## src/rtl/gray_frame_ctrl_if.sv

```systemverilog
// rtl/gray_frame_ctrl_if.sv - video/config bundle for gray_frame_ctrl
//
// Purpose: groups the input video timing and pixel signals, the config
// handshake and the delayed video and status outputs of gray_frame_ctrl.
// Modports:
//   slave  - seen by gray_frame_ctrl (drives the o_* signals)
//   master - seen by the source/sink (drives the i_* signals)
// Signals:
//   i_VDE, i_HSYNC, i_VSYNC    input timing (active high)
//   i_pixelData[23:0]          input pixel, [23:16]=R [15:8]=B [7:0]=G
//   i_cfgValid, i_cfgMode[1:0] config request
//   o_cfgReady                 config request can be accepted
//   o_VDE, o_HSYNC, o_VSYNC    timing delayed by two clocks
//   o_pixelData[23:0]          processed pixel, same byte order
//   o_frameCnt[15:0]           frames started
//   o_lineErr, o_frameErr      one-cycle geometry error pulses
interface gray_frame_ctrl_if;
  logic        i_VDE;
  logic        i_HSYNC;
  logic        i_VSYNC;
  logic [23:0] i_pixelData;
  logic        i_cfgValid;
  logic [1:0]  i_cfgMode;
  logic        o_cfgReady;
  logic        o_VDE;
  logic        o_HSYNC;
  logic        o_VSYNC;
  logic [23:0] o_pixelData;
  logic [15:0] o_frameCnt;
  logic        o_lineErr;
  logic        o_frameErr;

  modport slave (
    input  i_VDE, i_HSYNC, i_VSYNC, i_pixelData, i_cfgValid, i_cfgMode,
    output o_cfgReady, o_VDE, o_HSYNC, o_VSYNC, o_pixelData, o_frameCnt,
           o_lineErr, o_frameErr
  );

  modport master (
    output i_VDE, i_HSYNC, i_VSYNC, i_pixelData, i_cfgValid, i_cfgMode,
    input  o_cfgReady, o_VDE, o_HSYNC, o_VSYNC, o_pixelData, o_frameCnt,
           o_lineErr, o_frameErr
  );
endinterface

```

## src/rtl/gray_frame_ctrl.sv

```systemverilog
// rtl/gray_frame_ctrl.sv - frame-synchronous grayscale converter with geometry checks
//
// Purpose: passes a video stream through a two-stage pipeline, optionally
// converting active pixels to gray (average or luma). The processing mode is
// requested through a valid/ready handshake and only takes effect at a frame
// start (VSYNC rising edge). Line length and frame height are checked against
// H_ACTIVE / V_ACTIVE once the first frame start has been seen.
// Parameters:
//   H_ACTIVE  expected active pixels per line
//   V_ACTIVE  expected active lines per frame
// Ports:
//   i_clk   pixel clock, the only clock
//   i_rstn  asynchronous active-low reset
//   bus     gray_frame_ctrl_if.slave (video in/out, config, status)
module gray_frame_ctrl #(
  parameter int H_ACTIVE = 640,
  parameter int V_ACTIVE = 480
) (
  input  logic               i_clk,
  input  logic               i_rstn,
  gray_frame_ctrl_if.slave   bus
);

  localparam logic [1:0]  MODE_BYPASS = 2'b00;
  localparam logic [1:0]  MODE_AVG    = 2'b01;
  localparam logic [1:0]  MODE_LUMA   = 2'b10;
  localparam logic [10:0] LP_H_ACTIVE = 11'(H_ACTIVE);
  localparam logic [9:0]  LP_V_ACTIVE = 10'(V_ACTIVE);

  typedef enum logic {
    WAIT_SYNC = 1'b0,
    RUN       = 1'b1
  } state_t;

  state_t      r_state;
  state_t      w_state_nxt;
  logic        w_run;
  logic        w_line_err_det;
  logic        w_frame_err_det;

  logic        r_vsync_d;
  logic        r_vde_d;
  logic        w_frame_start;
  logic        w_vde_fall;

  logic        r_pend_valid;
  logic [1:0]  r_pend_mode;
  logic [1:0]  r_active_mode;
  logic        w_cfg_accept;

  logic [10:0] r_pix_cnt;
  logic [9:0]  r_line_cnt;
  logic [15:0] r_frame_cnt;
  logic        r_line_err;
  logic        r_frame_err;

  // Stage 1: registered inputs, mode and sums
  logic        r_s1_vde;
  logic        r_s1_hsync;
  logic        r_s1_vsync;
  logic [23:0] r_s1_data;
  logic [1:0]  r_s1_mode;
  logic [9:0]  r_s1_avg_sum;
  logic [15:0] r_s1_luma_sum;

  // Stage 2: registered result
  logic        r_s2_vde;
  logic        r_s2_hsync;
  logic        r_s2_vsync;
  logic [23:0] r_s2_data;

  logic [7:0]  w_r;
  logic [7:0]  w_b;
  logic [7:0]  w_g;
  logic [9:0]  w_avg_sum;
  logic [15:0] w_luma_sum;
  logic [7:0]  w_avg;
  logic [7:0]  w_luma;
  logic [23:0] w_s2_data_nxt;

  // Edge detection against registered copies of the timing inputs
  assign w_frame_start = bus.i_VSYNC & ~r_vsync_d;
  assign w_vde_fall    = ~bus.i_VDE & r_vde_d;

  // Ready is simply "nothing pending"; a pending request blocks new ones
  assign w_cfg_accept  = bus.i_cfgValid & ~r_pend_valid;

  always_ff @(posedge i_clk or negedge i_rstn) begin
    if (!i_rstn) begin
      r_state <= WAIT_SYNC;
    end else begin
      r_state <= w_state_nxt;
    end
  end

  always_comb begin
    w_state_nxt     = r_state;
    w_run           = 1'b0;
    w_line_err_det  = 1'b0;
    w_frame_err_det = 1'b0;
    case (r_state)
      WAIT_SYNC: begin
        if (w_frame_start) begin
          w_state_nxt = RUN;
        end
      end
      RUN: begin
        w_run           = 1'b1;
        w_line_err_det  = w_vde_fall & (r_pix_cnt != LP_H_ACTIVE);
        // The first frame start happens in WAIT_SYNC, so it never flags
        w_frame_err_det = w_frame_start & (r_line_cnt != LP_V_ACTIVE);
      end
      default: begin
        w_state_nxt = WAIT_SYNC;
      end
    endcase
  end

  always_ff @(posedge i_clk or negedge i_rstn) begin
    if (!i_rstn) begin
      r_vsync_d <= 1'b0;
      r_vde_d   <= 1'b0;
    end else begin
      r_vsync_d <= bus.i_VSYNC;
      r_vde_d   <= bus.i_VDE;
    end
  end

  // A request accepted in the frame-start cycle lands in the pending register
  // after the apply decision, so it waits for the following frame start.
  always_ff @(posedge i_clk or negedge i_rstn) begin
    if (!i_rstn) begin
      r_pend_valid  <= 1'b0;
      r_pend_mode   <= MODE_BYPASS;
      r_active_mode <= MODE_BYPASS;
    end else if (w_frame_start && r_pend_valid) begin
      r_active_mode <= r_pend_mode;
      r_pend_valid  <= 1'b0;
    end else if (w_cfg_accept) begin
      r_pend_mode  <= bus.i_cfgMode;
      r_pend_valid <= 1'b1;
    end
  end

  always_ff @(posedge i_clk or negedge i_rstn) begin
    if (!i_rstn) begin
      r_pix_cnt   <= '0;
      r_line_cnt  <= '0;
      r_frame_cnt <= '0;
      r_line_err  <= 1'b0;
      r_frame_err <= 1'b0;
    end else begin
      if (bus.i_VDE) begin
        r_pix_cnt <= r_pix_cnt + 11'd1;
      end else if (w_vde_fall) begin
        r_pix_cnt <= '0;
      end

      if (w_frame_start) begin
        r_line_cnt <= '0;
      end else if (w_vde_fall) begin
        r_line_cnt <= r_line_cnt + 10'd1;
      end

      if (w_frame_start) begin
        r_frame_cnt <= r_frame_cnt + 16'd1;
      end

      r_line_err  <= w_line_err_det;
      r_frame_err <= w_frame_err_det;
    end
  end

  assign w_r        = bus.i_pixelData[23:16];
  assign w_b        = bus.i_pixelData[15:8];
  assign w_g        = bus.i_pixelData[7:0];
  assign w_avg_sum  = {2'b00, w_r} + {2'b00, w_g} + {2'b00, w_b};
  assign w_luma_sum = (16'd77  * {8'd0, w_r})
                    + (16'd150 * {8'd0, w_g})
                    + (16'd29  * {8'd0, w_b});

  always_ff @(posedge i_clk or negedge i_rstn) begin
    if (!i_rstn) begin
      r_s1_vde      <= 1'b0;
      r_s1_hsync    <= 1'b0;
      r_s1_vsync    <= 1'b0;
      r_s1_data     <= '0;
      r_s1_mode     <= MODE_BYPASS;
      r_s1_avg_sum  <= '0;
      r_s1_luma_sum <= '0;
    end else begin
      r_s1_vde      <= bus.i_VDE;
      r_s1_hsync    <= bus.i_HSYNC;
      r_s1_vsync    <= bus.i_VSYNC;
      r_s1_data     <= bus.i_pixelData;
      r_s1_mode     <= w_run ? r_active_mode : MODE_BYPASS;
      r_s1_avg_sum  <= w_avg_sum;
      r_s1_luma_sum <= w_luma_sum;
    end
  end

  // Coefficients sum to 256, so the shifted luma never exceeds 255
  assign w_avg  = 8'(r_s1_avg_sum / 10'd3);
  assign w_luma = 8'(r_s1_luma_sum >> 8);

  always_comb begin
    w_s2_data_nxt = r_s1_data;
    if (r_s1_vde) begin
      case (r_s1_mode)
        MODE_AVG:  w_s2_data_nxt = {w_avg, w_avg, w_avg};
        MODE_LUMA: w_s2_data_nxt = {w_luma, w_luma, w_luma};
        default:   w_s2_data_nxt = r_s1_data;
      endcase
    end
  end

  always_ff @(posedge i_clk or negedge i_rstn) begin
    if (!i_rstn) begin
      r_s2_vde   <= 1'b0;
      r_s2_hsync <= 1'b0;
      r_s2_vsync <= 1'b0;
      r_s2_data  <= '0;
    end else begin
      r_s2_vde   <= r_s1_vde;
      r_s2_hsync <= r_s1_hsync;
      r_s2_vsync <= r_s1_vsync;
      r_s2_data  <= w_s2_data_nxt;
    end
  end

  assign bus.o_cfgReady  = ~r_pend_valid;
  assign bus.o_VDE       = r_s2_vde;
  assign bus.o_HSYNC     = r_s2_hsync;
  assign bus.o_VSYNC     = r_s2_vsync;
  assign bus.o_pixelData = r_s2_data;
  assign bus.o_frameCnt  = r_frame_cnt;
  assign bus.o_lineErr   = r_line_err;
  assign bus.o_frameErr  = r_frame_err;

endmodule

```

## src/flat_wrapper.sv

```systemverilog
// flat-port wrapper written by rule: the top's interface ports become plain ports
module gray_frame_ctrl_flat 
#(
  parameter int H_ACTIVE = 640,
  parameter int V_ACTIVE = 480
)
  (i_clk, i_rstn, bus_i_VDE, bus_i_HSYNC, bus_i_VSYNC, bus_i_pixelData, bus_i_cfgValid, bus_i_cfgMode, bus_o_cfgReady, bus_o_VDE, bus_o_HSYNC, bus_o_VSYNC, bus_o_pixelData, bus_o_frameCnt, bus_o_lineErr, bus_o_frameErr);
  gray_frame_ctrl_if bus_i ();
  input  logic i_clk;
  input  logic i_rstn;
  input wire logic [$bits(bus_i.i_VDE)-1:0] bus_i_VDE;
  input wire logic [$bits(bus_i.i_HSYNC)-1:0] bus_i_HSYNC;
  input wire logic [$bits(bus_i.i_VSYNC)-1:0] bus_i_VSYNC;
  input wire logic [$bits(bus_i.i_pixelData)-1:0] bus_i_pixelData;
  input wire logic [$bits(bus_i.i_cfgValid)-1:0] bus_i_cfgValid;
  input wire logic [$bits(bus_i.i_cfgMode)-1:0] bus_i_cfgMode;
  output wire logic [$bits(bus_i.o_cfgReady)-1:0] bus_o_cfgReady;
  output wire logic [$bits(bus_i.o_VDE)-1:0] bus_o_VDE;
  output wire logic [$bits(bus_i.o_HSYNC)-1:0] bus_o_HSYNC;
  output wire logic [$bits(bus_i.o_VSYNC)-1:0] bus_o_VSYNC;
  output wire logic [$bits(bus_i.o_pixelData)-1:0] bus_o_pixelData;
  output wire logic [$bits(bus_i.o_frameCnt)-1:0] bus_o_frameCnt;
  output wire logic [$bits(bus_i.o_lineErr)-1:0] bus_o_lineErr;
  output wire logic [$bits(bus_i.o_frameErr)-1:0] bus_o_frameErr;
  assign bus_i.i_VDE = bus_i_VDE;
  assign bus_i.i_HSYNC = bus_i_HSYNC;
  assign bus_i.i_VSYNC = bus_i_VSYNC;
  assign bus_i.i_pixelData = bus_i_pixelData;
  assign bus_i.i_cfgValid = bus_i_cfgValid;
  assign bus_i.i_cfgMode = bus_i_cfgMode;
  assign bus_o_cfgReady = bus_i.o_cfgReady;
  assign bus_o_VDE = bus_i.o_VDE;
  assign bus_o_HSYNC = bus_i.o_HSYNC;
  assign bus_o_VSYNC = bus_i.o_VSYNC;
  assign bus_o_pixelData = bus_i.o_pixelData;
  assign bus_o_frameCnt = bus_i.o_frameCnt;
  assign bus_o_lineErr = bus_i.o_lineErr;
  assign bus_o_frameErr = bus_i.o_frameErr;
  gray_frame_ctrl #(.H_ACTIVE(H_ACTIVE), .V_ACTIVE(V_ACTIVE)) u_core (.i_clk(i_clk), .i_rstn(i_rstn), .bus(bus_i));
endmodule
```

## config.mk

```make
export PLATFORM = sky130hd
export DESIGN_NAME = gray_frame_ctrl_flat
export DESIGN_NICKNAME = d
export VERILOG_FILES = /design/src/rtl/gray_frame_ctrl_if.sv /design/src/rtl/gray_frame_ctrl.sv /design/src/flat_wrapper.sv
export SDC_FILE = /design/constraint.sdc
export NUM_CORES = 1
export LEC_CHECK = 0
export CELL_PAD_IN_SITES_DETAIL_PLACEMENT = 0
export CELL_PAD_IN_SITES_GLOBAL_PLACEMENT = 2
export CORE_ASPECT_RATIO = 1.1
export CORE_MARGIN = 2
export CORE_UTILIZATION = 35
export CTS_CLUSTER_DIAMETER = 40
export DETAILED_ROUTE_END_ITERATION = 10
export PLACE_DENSITY = 0.86
export REMOVE_ABC_BUFFERS = 1
export SLEW_MARGIN = 20
export SYNTH_ARGS = -nofsm -noshare
export SYNTH_HDL_FRONTEND = slang
export SYNTH_SLANG_ARGS = --single-unit
```

## constraint.sdc

```tcl
create_clock -name i_clk -period 2.8 [get_ports i_clk]
set_input_delay 0.56 -clock i_clk [delete_from_list [all_inputs] [get_ports i_clk]]
set_output_delay 0.56 -clock i_clk [all_outputs]
set_load 0.02 [all_outputs]
```

==> summary.md, run 1 <==
| Metric | Value |
|---|---|
| Status | `finished with violations` |
| Failing checks | `negative setup slack` |
| Met3 Usage GRT | `2.78%` |
| Netlist cell types | `64` |
| Grt total ovfl | `0` |
| Switching part of the total | `38.6%` |
| DP Cell Count | `approximately 1300` |
| Worst hold-check path type | `in2async` |
| Area Growth Syn to Fin | `39.1%` |
| Number of global-route vias before repair | `6761` |
| Rel. slew slack | `a little over half` |
| Reg power frac | `15.4%` |
| Crit path to | `u_core.r_s1_luma_sum[15]$_DFF_PN0_` |
| Inserted Diodes | `0` |
| Slew Limit Fails | `0` |
| Final Cycle Share | `204%` |
| Min setup slack post-route | `-2910 ps` |
| Worst Tran Pin Value | `between 600 and 700 ps` |
| Reg-to-Reg End | `u_core.bus.o_pixelData[0]$_DFF_PN0_` |
| Clk network pwr share | `14.8%` |
| CTS clock-pin slew for the worst setup and hold paths | `around 60 ps` |
| Routed len/inst | `14.1 um` |
| Crit path launch type | `input pin` |
| Core region area | `24200 um2` |
| Worst hold slack | `77.8 ps` |
| Global-route wire length before repair | `~33 mm` |
| Pre-antenna DRT Iters | `4` |
| Synthesized flop and latch total | `119` |
| CP startpoint | `bus_i_pixelData[6]` |
| Mapped cell area | `8560 um2` |
| Clock Latency Late Sink | `420 ps` |
| Final setup fails | `11` |
| Final wirelength | `between 15 and 20 mm` |
| HPWL Detailed | `15.0 mm` |
| Worst-path maximum fanout | `2` |
| Placer Congestion | `0.818` |
| Net switching power | `6.27 mW` |
| MaxCap Viol Count | `0` |
| Die Span Y | `168 um` |
| Number of buffers created by CTS | `17` |
| Die Area | `25700 um2` |
| RSZ-0062 raised after global routing | `yes` |
| Internal Power | `9.97 mW` |
| Worst endpoint required time | `between 3000 and 4000 ps` |
| M2 GR Usage | `28.1%` |
| Critical Path, Cell by Cell | `buf_8 -> ha_4 -> ha_4 -> inv_2 -> fa_1 -> fa_1 -> inv_2 -> ha_4 -> xnor2_2 -> fa_1 -> inv_1 -> fa_1 -> fa_1 -> inv_2 -> fa_1 -> ha_2 -> or3_4 -> a211oi_4 -> o31ai_4 -> a21o_1 -> a21o_1 -> a21oi_2 -> xnor2_1` |
| CTS Sinks | `119` |
| Count of hold buffers inserted by post-cts repair | `0` |
| Final hold vios | `0` |
| Syn Inst Count | `834` |
| Sequential fraction of the synthesis area | `34.8%` |
| FF-to-FF path depth | `12` |
| Maximum clock rate | `around 180 MHz` |
| Layout Nets | `around 1200` |
| Leak | `5.69 nW` |
| Die width | `153 um` |
| Initial antenna violation count | `0` |
| Vias per cell | `4.68` |
| YS warnings | `0` |
| Most common flop cell mapped by yosys | `dfrtp_1` |
| Placement Rows | `60` |
| Cell family with most CP delay | `adder cells` |
| Capturing element type of the critical path | `flop` |
| CP max-delay cell | `fa_1` |
| Most used cell, CP | `fa_1` |
| Post-synth ARST share | `100%` |
| CTS tree | `yes` |
| GRT Overall Usage | `between 15 and 20%` |
| Port buffer count | `between 70 and 80` |
| P per Cell Area | `1360 nW/um2` |
| Largest net degree at the start of global routing | `47` |
| Initial DRC Count | `between 200 and 250` |
| Final min period | `5710 ps` |
| Slowest stage delay, CP | `540 ps` |
| Most frequent cells in the layout | `buf_4, dfrtp_1, inv_1` |
| WP depth | `23` |
| Gate power share | `a little over two thirds` |
| Post-detailed-route count of antenna-violating nets | `0` |
| Clk_skew | `12.9 ps` |
| Reg-to-reg startpoint | `u_core.r_s1_avg_sum[6]$_DFF_PN0_` |
| Vias | `6412` |
| Final Instance Count excl. Fillers | `around 1400` |
| Initial Util | `35.3%` |
| Worst Setup Path Type | `in2reg` |
| Most common cell after layout, fill and taps aside | `buf_4` |
| Synth Area per Inst | `approximately 10 um2` |
| Clock Tree Root | `clkbuf_16` |
| H-tree depth | `4` |
| Clock Path Buffers | `2` |
| Top-level port count | `78` |
| Maximum VDD drop | `about 930 uV` |
| R2R Setup Slk | `-50 ps` |
| Number of synthesized flops with an enable pin | `0` |
| DRC violation count after routing | `0` |
| Layout cells sized above 1 | `27.4%` |
| Worst EP arrival | `~6100 ps` |
| Global routing's busiest layer | `met2` |
| GR Util met1 | `20.0%` |
| CP bufs+invs | `5` |
==> repair_timing <==
action	4_1_cts	5_1_grt
buffers inserted	15	10
pin swaps	53	48
endpoints found under the setup margin	23	21
gates cloned	0	0
gates resized for setup	108	64
endpoints found under the hold margin	0	0
==> stage by stage <==
step                setup WS [ps]  area (um2)  util, %  TNS, ps  power (mW)
global placement            -4150       10500     43.3   -36090        11.2
finish                      -2910       11900     49.1   -21850        16.2
floorplan                   -3500        8450        -   -25160        7.75
global route                -3050       11900     49.1   -23350        17.7
detailed placement          -4260       10500     43.3   -37290        11.3
CTS                         -2880       11600     47.7   -21340        14.9
==> cell type report <==
| type | instances | area (um2) |
|---|---|---|
| flip-flops and latches | 119 | 2980 |
| fillers | 2201 | 12300 |
| inverters | 123 | 462 |
| multi-input cells | 571 | 5570 |
| well taps | 310 | 388 |
| repair buffers | 216 | 1860 |
| clock buffers | 20 | 457 |
| clock inverters | 12 | 199 |
==> kinds of logic after synthesis <==
kind of cell	synth area share, %
simple gates	11.7
fa+ha+maj	29.1
mux	1.26
compound gates	10.5
buf+inv	6.67
flops	34.8
xor+xnor	5.93
==> cells in the mapped netlist, types with 15 or more instances <==
| cell type | n | area share (%) |
|---|---|---|
| dfrtp_1 | 119 | 35 |
| a21o_1 | 18 | 1.6 |
| xor2_1 | 18 | 1.8 |
| fa_1 | 57 | 13 |
| xnor2_1 | 40 | 4.1 |
| nand3_1 | 18 | 1.1 |
| o21ai_0 | 26 | 1.5 |
| nand2_1 | 58 | 2.5 |
| nor2_1 | 59 | 2.6 |
| a21oi_1 | 33 | 1.9 |
| ha_1 | 108 | 16 |
| nor2b_1 | 15 | 1.1 |
| inv_1 | 123 | 5.4 |
==> worst min path at each step <==
stage / startpoint / depth (start not counted) / endpoint / slack, ps
3_3_place_gp: u_core.r_s1_hsync$_DFF_PN0_ / 0 / u_core.bus.o_HSYNC$_DFF_PN0_ / 330
5_1_grt: i_rstn / 1 / u_core.r_pix_cnt[8]$_DFFE_PN0P_ / 100
4_1_cts: i_rstn / 1 / u_core.r_pix_cnt[8]$_DFFE_PN0P_ / 90
6_report: i_rstn / 1 / u_core.r_pix_cnt[10]$_DFFE_PN0P_ / 80
3_5_place_dp: u_core.r_s1_hsync$_DFF_PN0_ / 0 / u_core.bus.o_HSYNC$_DFF_PN0_ / 340
2_1_floorplan: i_rstn / 0 / u_core.bus.o_HSYNC$_DFF_PN0_ / 260
==> routing by layer <==
metal | routed length [um] | vias to the layer above
li1 | - | 3200
met3 | 593 | 26
met4 | 336 | 0
met2 | 9870 | 93
met5 | 0 | -
met1 | 8570 | 3093
==> power by group through the flow <==
stage	clock [mW]	sequential, mW	combinational [mW]
global route	2.54	2.55	12.6
CTS	2.46	2.51	9.93
finish	2.40	2.50	11.3
floorplan	0	2.78	4.98
detailed placement	0	2.53	8.78
global placement	0	2.53	8.64
==> sequential cells by signal, summed over array words and instances (netlist names), 2 cells and up <==
name / cells
u_core.bus.o_frameCnt: 16
u_core.bus.o_pixelData: 24
u_core.r_active_mode: 2
u_core.r_line_cnt: 10
u_core.r_pend_mode: 2
u_core.r_pix_cnt: 11
u_core.r_s1_avg_sum: 10
u_core.r_s1_data: 24
u_core.r_s1_luma_sum: 8
u_core.r_s1_mode: 2
==> worst register-to-register path: cells and delay by family, from the launching register on <==
kind,cells,cell delay (ps)
multiplexers,1,150
flip-flops,1,390
AND/OR/NAND/NOR,3,990
buffers and inverters,3,450
AO/OA/AOI/OAI,5,750
Power figures use the tool's default switching activity.
==> inputs of run 2 (changes only) <==
--- a/config.mk
+++ b/config.mk
@@ -5,6 +5,7 @@
 export SDC_FILE = /design/constraint.sdc
 export NUM_CORES = 1
 export LEC_CHECK = 0
+export CAP_MARGIN = 20
 export CELL_PAD_IN_SITES_DETAIL_PLACEMENT = 0
 export CELL_PAD_IN_SITES_GLOBAL_PLACEMENT = 2
 export CORE_ASPECT_RATIO = 1.1
==> results of run 2 <==
Final layout, timing and power as in run 1 (identical DEF).
